===== config.mk =====
export PLATFORM = sky130hd
export DESIGN_NAME = pnser_arb_flat
export DESIGN_NICKNAME = d
export VERILOG_FILES = /design/src/rtl/pnser_arb_if.sv /design/src/rtl/pnser_arb.sv /design/src/flat_wrapper.sv
export SDC_FILE = /design/constraint.sdc
export NUM_CORES = 1
export LEC_CHECK = 0
export ABC_AREA = 1
export CAP_MARGIN = 0
export CORE_ASPECT_RATIO = 1.5
export CORE_MARGIN = 2
export CORE_UTILIZATION = 25
export DETAILED_ROUTE_END_ITERATION = 16
export GPL_ROUTABILITY_DRIVEN = 0
export HOLD_SLACK_MARGIN = 0.03
export PLACE_DENSITY_LB_ADDON = 0.3
export SETUP_SLACK_MARGIN = 0.05
export SLEW_MARGIN = 5
export SYNTH_ARGS = -nofsm -noshare
export SYNTH_HDL_FRONTEND = slang
export SYNTH_SLANG_ARGS = --single-unit

===== constraint.sdc =====
create_clock -name clk_i -period 1.96 [get_ports clk_i]
set_input_delay 0.392 -clock clk_i [delete_from_list [all_inputs] [get_ports clk_i]]
set_output_delay 0.392 -clock clk_i [all_outputs]
set_load 0.03 [all_outputs]

===== src/rtl/pnser_arb_if.sv =====
// pnser_arb_if: requester/serializer bus of the pnser_arb scheduler.
//   req_i     : per-requester request, held while a word is pending
//   rnd_i     : per-requester 32-bit word, slice k = [32k+31:32k]
//   rnd_len_i : per-requester 5-bit length, slice k = [5k+4:5k]
//   ack_o     : per-requester one-cycle consume pulse
//   gnt_o     : registered one-hot grant
//   busy_o    : a grant is being served
//   ser_dat_o, ser_len_o, ser_vld_o : word presented to the serializer
//   ser_ack_i : serializer latched the presented word
// Modports: slave = arbiter side, master = generator bank / serializer side.
`timescale 1ns/1ps
interface pnser_arb_if #(
    parameter int unsigned NREQ = 4
);
    localparam int unsigned DAT_W = 32;
    localparam int unsigned LEN_W = 5;

    logic [NREQ-1:0]       req_i;
    logic [NREQ*DAT_W-1:0] rnd_i;
    logic [NREQ*LEN_W-1:0] rnd_len_i;
    logic [NREQ-1:0]       ack_o;
    logic [NREQ-1:0]       gnt_o;
    logic                  busy_o;
    logic [DAT_W-1:0]      ser_dat_o;
    logic [LEN_W-1:0]      ser_len_o;
    logic                  ser_vld_o;
    logic                  ser_ack_i;

    modport slave (
        input  req_i, rnd_i, rnd_len_i, ser_ack_i,
        output ack_o, gnt_o, busy_o, ser_dat_o, ser_len_o, ser_vld_o
    );

    modport master (
        output req_i, rnd_i, rnd_len_i, ser_ack_i,
        input  ack_o, gnt_o, busy_o, ser_dat_o, ser_len_o, ser_vld_o
    );
endinterface


===== src/rtl/pnser_arb.sv =====
// pnser_arb: round-robin scheduler sharing one serializer among NREQ
// random-number sources. One requester is granted at a time for at most
// BURST words; its word/length are muxed to the serializer and the
// serializer ack is routed back to it alone.
// Ports:
//   clk_i : clock, rising edge
//   rst_i : asynchronous active-low reset
//   bus   : pnser_arb_if.slave (requests, data, acks, grant, serializer side)
// Optional feature macro: PNSER_ARB_FIXPRI_EN -- requester 0 wins every
// arbitration it requests in without advancing the round-robin pointer.
`timescale 1ns/1ps
module pnser_arb #(
    parameter int unsigned NREQ     = 4,
    parameter int unsigned BURST    = 4,
    parameter logic [31:0] IDLE_DAT = 32'h0,
    parameter logic [4:0]  IDLE_LEN = 5'd0
) (
    input  logic        clk_i,
    input  logic        rst_i,
    pnser_arb_if.slave  bus
);
    localparam int unsigned PTR_W = (NREQ > 1) ? $clog2(NREQ) : 1;
    localparam int unsigned CNT_W = 4;
    localparam int unsigned DAT_W = 32;
    localparam int unsigned LEN_W = 5;

    typedef enum logic [1:0] {
        ST_IDLE  = 2'd0,
        ST_GRANT = 2'd1,
        ST_REL   = 2'd2
    } state_t;

    state_t            r_state;
    state_t            w_state_nxt;
    logic [NREQ-1:0]   r_gnt;
    logic [NREQ-1:0]   w_gnt_nxt;
    logic [PTR_W-1:0]  r_ptr;
    logic [PTR_W-1:0]  w_ptr_nxt;
    logic [PTR_W-1:0]  r_sel;
    logic [PTR_W-1:0]  w_sel_nxt;
    logic [CNT_W-1:0]  r_cnt;
    logic [CNT_W-1:0]  w_cnt_nxt;

    logic [NREQ-1:0]   w_req_rr;
    logic [PTR_W-1:0]  w_idx;
    logic [PTR_W-1:0]  w_win;
    logic              w_win_vld;
    logic              w_ptr_adv;
    logic              w_req_sel;

    logic [DAT_W-1:0]  w_rnd [NREQ];
    logic [LEN_W-1:0]  w_len [NREQ];

    // Unpack the flat requester buses into per-requester slices.
    for (genvar g = 0; g < NREQ; g++) begin : g_slice
        assign w_rnd[g] = bus.rnd_i[DAT_W*g +: DAT_W];
        assign w_len[g] = bus.rnd_len_i[LEN_W*g +: LEN_W];
    end

    // Winner search: first request at or above the pointer, with wrap.
    always_comb begin
        w_req_rr  = bus.req_i;
        w_win     = '0;
        w_win_vld = 1'b0;
        w_ptr_adv = 1'b1;
        w_idx     = '0;
`ifdef PNSER_ARB_FIXPRI_EN
        // Requester 0 is served outside the rotation.
        w_req_rr[0] = 1'b0;
`endif
        for (int unsigned i = 0; i < NREQ; i++) begin
            w_idx = PTR_W'((32'(r_ptr) + i) % NREQ);
            if (!w_win_vld && w_req_rr[w_idx]) begin
                w_win_vld = 1'b1;
                w_win     = w_idx;
            end
        end
`ifdef PNSER_ARB_FIXPRI_EN
        if (bus.req_i[0]) begin
            w_win_vld = 1'b1;
            w_win     = '0;
            w_ptr_adv = 1'b0;
        end
`endif
    end

    assign w_req_sel = bus.req_i[r_sel];

    // State, grant, pointer and burst-count registers.
    always_ff @(posedge clk_i or negedge rst_i) begin
        if (!rst_i) begin
            r_state <= ST_IDLE;
            r_gnt   <= '0;
            r_ptr   <= '0;
            r_sel   <= '0;
            r_cnt   <= '0;
        end else begin
            r_state <= w_state_nxt;
            r_gnt   <= w_gnt_nxt;
            r_ptr   <= w_ptr_nxt;
            r_sel   <= w_sel_nxt;
            r_cnt   <= w_cnt_nxt;
        end
    end

    // Next-state logic.
    always_comb begin
        w_state_nxt = r_state;
        w_gnt_nxt   = r_gnt;
        w_ptr_nxt   = r_ptr;
        w_sel_nxt   = r_sel;
        w_cnt_nxt   = r_cnt;
        unique case (r_state)
            ST_IDLE: begin
                if (w_win_vld) begin
                    w_state_nxt = ST_GRANT;
                    w_gnt_nxt   = NREQ'(1) << w_win;
                    w_sel_nxt   = w_win;
                    w_cnt_nxt   = '0;
                    if (w_ptr_adv) begin
                        w_ptr_nxt = PTR_W'((32'(w_win) + 32'd1) % NREQ);
                    end
                end
            end
            ST_GRANT: begin
                if (bus.ser_ack_i) begin
                    // Burst limit reached: force a rearbitration point.
                    if (r_cnt == CNT_W'(BURST - 1)) begin
                        w_state_nxt = ST_REL;
                        w_gnt_nxt   = '0;
                    end else begin
                        w_cnt_nxt = r_cnt + CNT_W'(1);
                    end
                end else if (!w_req_sel) begin
                    // Requester withdrew with nothing in flight.
                    w_state_nxt = ST_REL;
                    w_gnt_nxt   = '0;
                end
            end
            ST_REL: begin
                w_state_nxt = ST_IDLE;
                w_gnt_nxt   = '0;
            end
            default: begin
                w_state_nxt = ST_IDLE;
                w_gnt_nxt   = '0;
            end
        endcase
    end

    // Serializer-side mux and ack routing; acks outside GRANT are dropped.
    always_comb begin
        bus.ser_dat_o = IDLE_DAT;
        bus.ser_len_o = IDLE_LEN;
        bus.ser_vld_o = 1'b0;
        bus.ack_o     = '0;
        if (r_state == ST_GRANT) begin
            bus.ser_dat_o = w_rnd[r_sel];
            bus.ser_len_o = w_len[r_sel];
            bus.ser_vld_o = w_req_sel;
            if (bus.ser_ack_i) begin
                bus.ack_o = r_gnt;
            end
        end
    end

    assign bus.gnt_o  = r_gnt;
    assign bus.busy_o = (r_state == ST_GRANT);

endmodule


===== src/flat_wrapper.sv =====
// flat-port wrapper written by rule: the top's interface ports become plain ports
module pnser_arb_flat 
#(
    parameter int unsigned NREQ     = 4,
    parameter int unsigned BURST    = 4,
    parameter logic [31:0] IDLE_DAT = 32'h0,
    parameter logic [4:0]  IDLE_LEN = 5'd0
)
  (clk_i, rst_i, bus_req_i, bus_rnd_i, bus_rnd_len_i, bus_ser_ack_i, bus_ack_o, bus_gnt_o, bus_busy_o, bus_ser_dat_o, bus_ser_len_o, bus_ser_vld_o);
  pnser_arb_if #(.NREQ(NREQ)) bus_i ();
  input  logic clk_i;
  input  logic rst_i;
  input wire logic [$bits(bus_i.req_i)-1:0] bus_req_i;
  input wire logic [$bits(bus_i.rnd_i)-1:0] bus_rnd_i;
  input wire logic [$bits(bus_i.rnd_len_i)-1:0] bus_rnd_len_i;
  input wire logic [$bits(bus_i.ser_ack_i)-1:0] bus_ser_ack_i;
  output wire logic [$bits(bus_i.ack_o)-1:0] bus_ack_o;
  output wire logic [$bits(bus_i.gnt_o)-1:0] bus_gnt_o;
  output wire logic [$bits(bus_i.busy_o)-1:0] bus_busy_o;
  output wire logic [$bits(bus_i.ser_dat_o)-1:0] bus_ser_dat_o;
  output wire logic [$bits(bus_i.ser_len_o)-1:0] bus_ser_len_o;
  output wire logic [$bits(bus_i.ser_vld_o)-1:0] bus_ser_vld_o;
  assign bus_i.req_i = bus_req_i;
  assign bus_i.rnd_i = bus_rnd_i;
  assign bus_i.rnd_len_i = bus_rnd_len_i;
  assign bus_i.ser_ack_i = bus_ser_ack_i;
  assign bus_ack_o = bus_i.ack_o;
  assign bus_gnt_o = bus_i.gnt_o;
  assign bus_busy_o = bus_i.busy_o;
  assign bus_ser_dat_o = bus_i.ser_dat_o;
  assign bus_ser_len_o = bus_i.ser_len_o;
  assign bus_ser_vld_o = bus_i.ser_vld_o;
  pnser_arb #(.NREQ(NREQ), .BURST(BURST), .IDLE_DAT(IDLE_DAT), .IDLE_LEN(IDLE_LEN)) u_core (.clk_i(clk_i), .rst_i(rst_i), .bus(bus_i));
endmodule

### After elaboration in Yosys (flattened, before gate mapping)

Cells that the tools add are included.

| word-level totals | value |
|---|---|
| register bits | 14 |
| bits of input ports | 155 |
| output and inout bits | 47 |
| word-level logic and storage cells | 79 |

| operators by class | value |
|---|---|
| add/subtract/negate cells | 5 |
| order comparisons | 6 |
| equal/unequal tests | 7 |
| shift-type cells | 1 |
| muxes and demuxes | 43 |
| bitwise logic cells | 1 |
| reductions and logical operators | 11 |

Operators by type and width:

| operator | number |
|---|---|
| $mux W32 | 3 |
| $bmux W32 S2 | 1 |
| $mux W4 | 9 |
| $mux W2 | 8 |
| $pmux W4 S2 | 2 |
| $lt A2 B3 Y1 const B | 5 |
| $mux W5 | 3 |
| $bmux W1 S2 | 5 |
| $bmux W5 S2 | 1 |
| $mux W1 | 10 |
| $add A2 B1 Y2 const B | 2 |
| $add A2 B2 Y2 const B | 2 |
| $add A4 B1 Y4 const B | 1 |
| $eq A4 B2 Y1 const B | 1 |
| $ne A2 B2 Y1 const B | 2 |
| $pmux W2 S2 | 1 |
| $reduce_and A4 Y1 | 1 |
| $shl A1 B2 Y4 const A | 1 |
| $ge A3 B3 Y1 const B | 1 |
| $logic_and A1 B1 Y1 | 3 |
| $logic_not A1 Y1 | 3 |
| $ne A3 B2 Y1 const B | 1 |
| $ne A3 B3 Y1 const B | 1 |
| $not A2 Y3 | 1 |
| other kinds (6) | 6 |

### Depth between registers and ports, before layout

| depth | value |
|---|---|
| depth after elaboration | 15 |
| depth in mapped cells | 16 |
| depth with buffers taken out | 15 |

### Least setup slack after synthesis

No wires, ideal clock.

| path | value |
|---|---|
| path type | flip-flop to output port |
| start | register u_core.r_state[1] |
| end | output bus_ser_dat_o[30] |
| data arrival time | 1802 ps |
| data required time | 1568 ps |
| setup slack | -234 ps |
| stages on the path, launching flop included | 5 |
| path through | dfrtp_1 -> nor2_1 -> inv_2 -> buf_1 -> a21oi_1 |

| between the ends | value |
|---|---|
| cells in the longest elaborated chain, start to end | 2 |

RTL lines:

| item | RTL line | source |
|---|---|---|
| from (decl) | pnser_arb.sv:33 | `state_t r_state;` |
| from (signal assigned) | pnser_arb.sv:98 | `r_state <= w_state_nxt;` |
| $eq A2 B1 Y1 | n/a |  |
| via bus_busy_o | flat_wrapper.sv:19 | `output wire logic [$bits(bus_i.busy_o)-1:0] bus_busy_o;` |
| $mux W32 | pnser_arb.sv:157 | `if (r_state == ST_GRANT) begin` |
| to (decl) | flat_wrapper.sv:20 | `output wire logic [$bits(bus_i.ser_dat_o)-1:0] bus_ser_dat_o;` |

The timed path passes the listed nets, and every way through them passes these cells.

### Worst setup path in the final report

| path | value |
|---|---|
| start | register u_core.r_sel[0] |
| end | output bus_ser_vld_o |

| between the ends | value |
|---|---|
| cells in the longest elaborated chain, start to end | 3 |

RTL lines:

| item | RTL line | source |
|---|---|---|
| from (decl) | pnser_arb.sv:39 | `logic [PTR_W-1:0] r_sel;` |
| from (signal assigned) | pnser_arb.sv:101 | `r_sel <= w_sel_nxt;` |
| $bmux W1 S2 | pnser_arb.sv:87 | `assign w_req_sel = bus.req_i[r_sel];` |
| $mux W1 (implied by the code) | pnser_arb.sv:87 |  |
| $mux W1 | pnser_arb.sv:157 |  |
| to (decl) | flat_wrapper.sv:22 | `output wire logic [$bits(bus_i.ser_vld_o)-1:0] bus_ser_vld_o;` |

Every way passes these cells. The select of a mux whose other input is x is not followed.

==> metrics.md <==
| Metric | Value |
|---|---|
| Nets | a little over 800 |
| Initial drt markers | 113 |
| Die W | between 80 and 90 um |
| Worst Path Arrival | 1.60 ns |
| Most common cell after layout, fill and taps aside | clkdlybuf4s50_1 |
| Mean Syn Cell Area | roughly 5.2 um2 |
| CTS H-tree lvls | 1 |
| Ranking of synthesized cells by area | nor2_1 (26%), o21ai_0 (17%), dfrtp_1 (15%) |
| Detailed Route WL | about 12 mm |
| Antenna cell count | 0 |
| DR DRC count | 0 |
| #FFs+latches synth | 14 |
| Root buffer cell | clkbuf_16 |
| LEAKAGE | 2.29 nW |
| # Max-Cap Violations | 0 |
| Row count | 42 |
| Vias | about 3,800 |
| Largest net degree at the start of global routing | 38 |
| Reg2reg start | u_core.r_ptr[0] |
| Initial Util | 25.8% |
| Final Max Tran Viols | 0 |
| Via density | 4.92 |
| WL per Instance | between 15 and 20 um |
| Mapped cell area | roughly 2300 um2 |
| CP Launch Point | u_core.r_sel[0] |
| RSZ-0062 raised after global routing | true |
| CTS tree | yes |
| CP Class | reg -> out |
| Half-perimeter wire length after placement | between 8 and 9 mm |
| Area share of the largest cell type after synthesis | a little over a quarter |
| Worst Skew | approximately 0.0026 ns |
| Hold Path Class | in -> async |
| Placement Setup Slack | -0.322 ns |
| First-pass GRT wire length | roughly 17 mm |
| Remaining global-route overflow | 0 |
| Clock transition at path regs | around 0.05 ns |
| P&R area growth vs syn | 137% |
| Clk Latency, worst-skew pair | ~0.24 ns |
| Power Density | 1540 nW/um2 |
| Setup crit end kind | output port |
| Failing checks | setup timing |
| Port Buffer Count | about 200 |
| Hold Fails Final Rpt | 0 |
| Yosys cell types | 27 |
| Fin crit period | ~2 ns |
| Peak Freq | 502 MHz |
| Final Setup Violations | 9 |
| Worst path required time | 1.57 ns |
| Most frequent cells in the layout | clkdlybuf4s50_1 (154), nor2_1 (105), buf_4 (69) |
| Setup TNS | -0.101 ns |
| Number of global-route vias before repair | about 3,700 |
| Clk sinks | 14 |
| Io pins | 202 |
| CP max FO | 8 |
| Antenna Nets Post-Route | 0 |
| Die H | 121 um |
| Max_slew headroom | a little under three quarters |
| Total power | between 8 and 9 mW |
| Fraction of layout cells with a size suffix above 1 | a little under a third |
| Total CTS buffers | 3 |
| Maximum clock insertion buffer count | 2 |
| Gr usage total | between 20% and 30% |
| Yosys top cell by area | nor2_1 |
| Final setup margin | -0.0327 ns |
| Yosys warns | 0 |
| Initial antenna violation count | 0 |
| CP Launch Type | flip-flop |
| Worst slew pin tran | 0.436 ns |
| Seq/Total Area, Yosys | approximately 15% |
| Outcome | finished with violations |
| Final Cycle Share | 102% |
| Die area | roughly 9900 um2 |
| Core box area | between 8000 and 9000 um2 |
| Hold Buf Count CTS | 0 |
| TritonRoute pass-1 iters | 4 |
| Peak supply drop | between 1000 and 1500 uV |
| Net Count, Synth | 600 |
| Cells after synthesis | 440 |
cells in the mapped netlist, drive strengths merged:
cell and count:
nor2 161, o21ai 82, nand2 68, a21oi 42
inv 18, clkbuf 17, nand3 17, dfrtp 14
buf 12, ha 5, and2 1, nor3b 1
xnor2 1, xor2 1
cell families after synthesis:
kind of cell | count (synthesis) | share of synthesized area, %
flops | 14 | 15.4
buf+inv | 47 | 8.84
fa+ha+maj | 5 | 2.75
simple gates | 248 | 44.7
compound gates | 124 | 27.6
xor+xnor | 2 | 0.769
timing repair:
action                                 in CTS  in global routing
buffers inserted                           13                  9
pin swaps                                  54                 35
setup endpoints to repair                  42                 46
resized for setup                         145                 53
endpoints found under the hold margin       0                  0
cloned                                      8                  0
worst max-delay path, cell delays in order, from the launching register on:
cell and delay (ns):
dfrtp_2 0.40, buf_4 0.16, inv_8 0.06, buf_4 0.16, a21oi_1 0.15, o21ai_1 0.12, a21oi_2 0.18, buf_12 0.14
flip-flops by register name, indices dropped and copies added, names as in the netlist:
signal and flops:
u_core.r_state 2, u_core.r_cnt 4, u_core.r_ptr 2, u_core.bus.gnt_o 4, u_core.r_sel 2
cell type report:
type,count,area [um2]
fillers,794,3440
clock buffers,4,78.8
repair buffers,254,2610
flip-flops and latches,14,354
inverters,18,82.6
well taps,110,138
multi-input cells,379,2130
path summary, 6_finish.rpt:
kind                       cells past startpoint              end  slack [ns]
hold / removal                                 2  u_core.r_cnt[1]        0.46
setup reg to reg                              12  u_core.r_ptr[1]        0.07
hold reg to reg                                1  u_core.r_cnt[0]        0.52
min in group clk_i                             1  u_core.r_cnt[0]        0.52
max in group asynchronous                      2  u_core.r_ptr[1]        1.31
setup / recovery                               7    bus_ser_vld_o       -0.03
layer usage:
layer	up-vias	part of all wire [%]	global-route usage [%]	wire length [um]
li1	1889	-	-	-
met1	1767	34	22.1	4080
met2	152	57	45.2	6890
met3	24	6.5	2.90	782
met4	0	2.9	7.40	354
met5	-	0	0	0
report_power, final:
part	internal, mW	total [mW]	switching (mW)
clock	0.274	0.387	0.112
combinational	3.24	7.42	4.17
sequential	0.399	0.521	0.122
total	3.91	8.32	4.41
through the flow:
stage / cell area, um2 / util [%] / hold slack, ns / instances
CTS: 5210 / 59.1 / 0.465 / 772
global placement: 4480 / 50.8 / 0.501 / 748
global route: 5390 / 61.0 / 0.489 / 779
finish: 5390 / 61.0 / 0.461 / 779
floorplan: 2280 / - / 0.0964 / 440
detailed placement: 4480 / 50.8 / 0.508 / 748
Power figures use the tool's default switching activity.
